$ cat src/rtl/vga_timing_pkg.sv
// Shared phase enumeration and 640x480@60 default timing for the VGA timing generator.
package vga_timing_pkg;

  typedef enum logic [1:0] {
    ACTIVE = 2'd0,
    FRONT  = 2'd1,
    SYNC   = 2'd2,
    BACK   = 2'd3
  } phase_t;

  localparam int unsigned DEF_H_ACTIVE = 640;
  localparam int unsigned DEF_H_FP     = 16;
  localparam int unsigned DEF_H_SYNC   = 96;
  localparam int unsigned DEF_H_BP     = 48;
  localparam int unsigned DEF_V_ACTIVE = 480;
  localparam int unsigned DEF_V_FP     = 10;
  localparam int unsigned DEF_V_SYNC   = 2;
  localparam int unsigned DEF_V_BP     = 33;
  localparam int unsigned DEF_CW       = 16;

endpackage

$ cat src/rtl/vga_axis_counter.sv
// One display axis: position counter with wrap and ACTIVE/FRONT/SYNC/BACK phase FSM.
module vga_axis_counter
  import vga_timing_pkg::*;
#(
  parameter int unsigned N_ACTIVE = DEF_H_ACTIVE,
  parameter int unsigned N_FP     = DEF_H_FP,
  parameter int unsigned N_SYNC   = DEF_H_SYNC,
  parameter int unsigned N_BP     = DEF_H_BP,
  parameter int unsigned CW       = DEF_CW
) (
  input  logic          clk,
  input  logic          rst_n,
  input  logic          step,
  input  logic          restart,
  output logic [CW-1:0] cnt,
  output logic [CW-1:0] cnt_nxt,
  output phase_t        phase_nxt,
  output logic          last
);

  localparam longint unsigned TOT =
    longint'(N_ACTIVE) + longint'(N_FP) + longint'(N_SYNC) + longint'(N_BP);

  if (N_FP == 0 || N_SYNC == 0 || N_BP == 0) begin : g_zero_len
    $error("vga_axis_counter: porch and sync lengths must be non-zero");
  end
  if (TOT > (64'd1 << CW)) begin : g_overflow
    $error("vga_axis_counter: axis total does not fit in CW bits");
  end

  localparam logic [CW-1:0] LAST    = CW'(TOT - 1);
  localparam logic [CW-1:0] B_FRONT = CW'(N_ACTIVE);
  localparam logic [CW-1:0] B_SYNC  = CW'(N_ACTIVE + N_FP);
  localparam logic [CW-1:0] B_BACK  = CW'(N_ACTIVE + N_FP + N_SYNC);

  phase_t        phase;
  logic [CW-1:0] cnt_inc;

  assign last = (cnt == LAST);

  // Phase advances when the incoming count lands on the next phase's first count,
  // so the registered phase always agrees with the registered count.
  always_comb begin
    cnt_inc   = last ? '0 : cnt + CW'(1);
    cnt_nxt   = cnt;
    phase_nxt = phase;
    if (restart) begin
      cnt_nxt   = '0;
      phase_nxt = ACTIVE;
    end else if (step) begin
      cnt_nxt = cnt_inc;
      unique case (phase)
        ACTIVE: if (cnt_inc == B_FRONT) phase_nxt = FRONT;
        FRONT:  if (cnt_inc == B_SYNC)  phase_nxt = SYNC;
        SYNC:   if (cnt_inc == B_BACK)  phase_nxt = BACK;
        BACK:   if (cnt_inc == '0)      phase_nxt = ACTIVE;
        default: phase_nxt = ACTIVE;
      endcase
    end
  end

  always_ff @(posedge clk or negedge rst_n) begin
    if (!rst_n) begin
      cnt   <= '0;
      phase <= ACTIVE;
    end else begin
      cnt   <= cnt_nxt;
      phase <= phase_nxt;
    end
  end

endmodule

$ cat src/rtl/vga_timing_gen.sv
// VGA timing generator: H/V axis counters, registered sync/enable/coordinates and event pulses.
module vga_timing_gen
  import vga_timing_pkg::*;
#(
  parameter int unsigned H_ACTIVE = DEF_H_ACTIVE,
  parameter int unsigned H_FP     = DEF_H_FP,
  parameter int unsigned H_SYNC   = DEF_H_SYNC,
  parameter int unsigned H_BP     = DEF_H_BP,
  parameter int unsigned V_ACTIVE = DEF_V_ACTIVE,
  parameter int unsigned V_FP     = DEF_V_FP,
  parameter int unsigned V_SYNC   = DEF_V_SYNC,
  parameter int unsigned V_BP     = DEF_V_BP,
  parameter bit          HS_POL   = 1'b0,
  parameter bit          VS_POL   = 1'b0,
  parameter int unsigned CW       = DEF_CW
) (
  input  logic          clk,
  input  logic          rst_n,
  input  logic          pix_en,
  input  logic          restart,
  output logic [CW-1:0] h_cnt,
  output logic [CW-1:0] v_cnt,
  output logic [CW-1:0] x,
  output logic [CW-1:0] y,
  output logic          hsync,
  output logic          vsync,
  output logic          active,
  output logic          line_end,
  output logic          frame_start,
  output logic          frame_end
);

  logic [CW-1:0] h_nxt, v_nxt;
  phase_t        h_ph_nxt, v_ph_nxt;
  logic          h_last, v_last;
  logic          h_wrap;
  logic          active_nxt;

  assign h_wrap = pix_en & h_last;

  vga_axis_counter #(
    .N_ACTIVE(H_ACTIVE), .N_FP(H_FP), .N_SYNC(H_SYNC), .N_BP(H_BP), .CW(CW)
  ) u_h (
    .clk(clk), .rst_n(rst_n), .step(pix_en), .restart(restart),
    .cnt(h_cnt), .cnt_nxt(h_nxt), .phase_nxt(h_ph_nxt), .last(h_last)
  );

  vga_axis_counter #(
    .N_ACTIVE(V_ACTIVE), .N_FP(V_FP), .N_SYNC(V_SYNC), .N_BP(V_BP), .CW(CW)
  ) u_v (
    .clk(clk), .rst_n(rst_n), .step(h_wrap), .restart(restart),
    .cnt(v_cnt), .cnt_nxt(v_nxt), .phase_nxt(v_ph_nxt), .last(v_last)
  );

  assign active_nxt = (h_ph_nxt == ACTIVE) && (v_ph_nxt == ACTIVE);

  // Decoding from next-state values keeps these flops in step with h_cnt/v_cnt.
  always_ff @(posedge clk or negedge rst_n) begin
    if (!rst_n) begin
      hsync  <= ~HS_POL;
      vsync  <= ~VS_POL;
      active <= 1'b1;
      x      <= '0;
      y      <= '0;
    end else begin
      hsync  <= (h_ph_nxt == SYNC) ? HS_POL : ~HS_POL;
      vsync  <= (v_ph_nxt == SYNC) ? VS_POL : ~VS_POL;
      active <= active_nxt;
      x      <= active_nxt ? h_nxt : '0;
      y      <= active_nxt ? v_nxt : '0;
    end
  end

  assign line_end    = rst_n & pix_en & ~restart & h_last;
  assign frame_end   = line_end & v_last;
  assign frame_start = rst_n & pix_en & (h_cnt == '0) & (v_cnt == '0);

endmodule

$ cat config.mk
export PLATFORM = sky130hd
export DESIGN_NAME = vga_timing_gen
export DESIGN_NICKNAME = d
export VERILOG_FILES = /design/src/rtl/vga_timing_pkg.sv /design/src/rtl/vga_axis_counter.sv /design/src/rtl/vga_timing_gen.sv
export SDC_FILE = /design/constraint.sdc
export NUM_CORES = 1
export LEC_CHECK = 0
export ABC_AREA = 1
export BUFFER_PORTS_ARGS = -buffer_cell sky130_fd_sc_hd__buf_2
export CORE_MARGIN = 2
export CORE_UTILIZATION = 35
export CTS_CLUSTER_SIZE = 40
export DETAILED_ROUTE_END_ITERATION = 8
export MAX_ROUTING_LAYER = met4
export PLACE_DENSITY = 0.63
export SETUP_SLACK_MARGIN = 0.5
export SKIP_CTS_REPAIR_TIMING = 1
export SKIP_LAST_GASP = 1
export SLEW_MARGIN = 10
export SYNTH_ARGS = -nofsm -noshare
export SYNTH_HDL_FRONTEND = slang
export SYNTH_SLANG_ARGS = --single-unit
$ cat constraint.sdc
create_clock -name clk -period 4.4 [get_ports clk]
set_clock_uncertainty 0.1 [all_clocks]
set_input_delay 0.88 -clock clk [delete_from_list [all_inputs] [get_ports clk]]
set_output_delay 0.88 -clock clk [all_outputs]
set_load 0.02 [all_outputs]
==> results.md <==
* Initial antenna violation count at 0
* Cell Rows at 41
* Synth top area share at 38.5%
* Layout cells sized above 1 at 26.8%
* WS Path Type: primary input to output port
* Starting Density at 35.5%
* Cells after Synth at 585
* Largest family of logic cells by synthesized area: simple AND/OR/NAND/NOR gates
* Seq/Total Area, Yosys at 40.3%
* Die height at 116 µm
* Leading area contributor after synthesis: dfrtp_1
* Largest net degree at the start of global routing at 72
* Commonest cells post-synth: nand2_1 (146), inv_1 (87), dfrtp_1 (68), nor2_1 (68), nor2_4 (38)
* Final setup fails at 0
* CP peak stage delay at 0.42 ns
* Family with the most delay on the worst path: simple AND/OR/NAND/NOR gates
* Net Count, Synth at 594
* WP data required at 3.42 ns
* Starting DRT DRC Count at 239
* Worst slew margin at 40.9%
* Clock Tree Root: clkbuf_16
* DRT Pass-1 Iters at 7
* Final WL at 11,400 µm
* Mapped Avg Cell Area at 7.56 µm²
* CTS Buf Count at 9
* Pleak at 2.78 nW
* H-tree Lvls at 3
* DRT antenna net count at 0
* Yosys cell types at 33
* Mux contribution to synthesized area at 0%
* First-pass GRT wire length at 18,700 µm
* Slew Limit Fails at 0
* Post-DR wirelength/cell at 13.6 µm
* Critical Path Most Common Cell: buf_2
* Dominant register cell in the synthesized netlist: dfrtp_1
* Final min period at 3.36 ns
* Synth-to-Final Area Change at 19.2%
* Final Hold Vio Count at 0
* Net count, final at 669
* Buffers on Ports at 73
* Complex-gate fraction of the synthesized area at 4.44%
* Longest Clk Path Bufs at 2
* Xor and xnor fraction of the mapped netlist area at 0.198%
* Adder-cell area share of the yosys netlist at 1.41%
* Vias in the first global route at 3,806
* Area of the multi-input gates at 0.00218 mm²
* Total I/O pin count at 74
* Congestion Overflow GR at 0
* Placed instance area at 0.00495 mm²
* Power Total at 1.67 mW
* Slowest CP cell: nor4_1
* VDD IR max at 205 µV
* Core area at 0.0125 mm²
* Critical path buffers and inverters at 2
* Final period util at 76.4%
* Setup TNS Final at 0 ns
* CTS sink cnt at 71
* Skew-Pair Late Insertion Delay at 0.34 ns
* Met2 routed WL at 4980 µm
* Synth async-reset ratio at 100%
* Post-synth EDFFs at 0
* Synthesized area at 0.00442 mm²
* Status: complete, no violations
* Die Span X at 116 µm
* Detailed-route via count at 3,933
* #FFs+latches synth at 71
* Slew @ Worst Pin at 0.886 ns
* CP Cell Sequence: buf_2, nand2_1, nor2_1, nand4_1, nor4_1, buf_2
* Gr usage total at 18.4%
* CTS tree: built
* Max cap viols at 0
* Die Area at 0.0136 mm²
* Min-delay worst type: flop to flop
* HPWL Detailed at 8480 µm
* Storage cell area at 0.00178 mm²
* Fin area at 0.00527 mm²
* Placer Congestion at 0.934
* CP Data Arrival Time at 2.38 ns
* YS warnings at 0
* DR WL met3 at 773 µm
* Hold Slack at 0.584 ns
* Dominant cells by area after synthesis: dfrtp_1 (38%), nand2_1 (12%), nor2_4 (9.7%)
* Final setup margin at 1.04 ns
* Fillers at 1,282
* Top Metal Used: met4
* Worst Setup Start Kind: primary input
* F_max at 297 MHz
* Metal-1 WL at 5380 µm
* Vias/cell at 4.70
* Simple-Gate Fraction of Synth Area at 43.3%
* Crit-path max FO at 25
* Worst Setup End Kind: output port
* Remaining DRCs at 0
* RSZ-0062 raised after global routing: no
* Power per cell area at 317 mW/mm²
* Worst-path clk slew at 0.05 ns
* Most common cell in the netlist: nand2_1
* N_diodes at 0
* Place WS at 1.10 ns
sequential cells by signal, indices dropped and copies added, names as in the netlist:
| register | count |
|---|---|
| active | 1 |
| u_h.phase | 2 |
| vsync | 1 |
| y | 16 |
| u_h.cnt | 16 |
| u_v.phase | 2 |
| u_v.cnt | 16 |
| hsync | 1 |
| x | 16 |
report_power, final:
| part | leakage (nW) | switching (mW) | internal, mW |
|---|---|---|---|
| sequential | 0.960 | 0.0219 | 0.675 |
| clock | 0.162 | 0.279 | 0.509 |
| combinational | 1.66 | 0.136 | 0.0520 |
| total | 2.78 | 0.437 | 1.24 |
final timing paths:
check	start	to	slack [ns]	cells after the start
worst min register to register	u_h.cnt[9]	u_h.cnt[9]	0.58	2
worst max-delay path	pix_en	frame_start	1.04	6
max in group asynchronous	rst_n	u_h.cnt[9]	2.91	2
min in group asynchronous	rst_n	u_v.cnt[13]	0.71	2
worst min-delay path	u_h.cnt[9]	u_h.cnt[9]	0.58	2
worst max register to register	u_h.cnt[0]	x[15]	1.32	15
per-layer routing:
metal	up-vias	global-route usage (%)
met2	122	26.3
li1	1970	-
met5	-	-
met3	16	3.48
met1	1825	25.9
met4	0	6.83
cell type report:
cell class / instances / area share, %
well taps: 172 / 4.08
inverters: 97 / 6.91
multi-input cells: 404 / 41.4
repair buffers: 77 / 7.74
clock buffers: 10 / 4.53
clock inverters: 6 / 1.59
flip-flops and latches: 71 / 33.8
stage by stage:
stage          utilization, %  instances
3_5_place_dp             39.7        821
4_1_cts                  42.3        837
5_1_grt                  42.3        837
6_report                 42.3        837
3_3_place_gp             39.7        821
2_1_floorplan               -        585
placed cells by master (no fill, tap or decap), types with 6 or more instances in the layout:
cell,Yosys,layout
inv_1,87,87
nor2_4,38,38
nor2_1,68,68
dfrtp_1,68,68
clkbuf_16,0,9
buf_2,0,73
nand4_1,21,21
nor3_1,7,7
inv_2,7,7
nor2_2,6,6
a21oi_1,26,26
nand2_2,19,19
nand2_1,146,146
nand3_1,36,36
nand3_2,7,7
kinds of logic (layout without fill, tap and decap cells):
group | after synthesis | in the layout
buf+inv | 110 | 190
compound gates | 38 | 38
flops | 71 | 71
simple gates | 360 | 360
fa+ha+maj | 5 | 5
xor+xnor | 1 | 1
tightest hold or removal path, cell delays in order (launching register included):
cell and delay (ns):
dfrtp_1 0.45, nor2_1 0.13, nor2_1 0.06
Note: power is estimated with default switching activity, not from simulation.
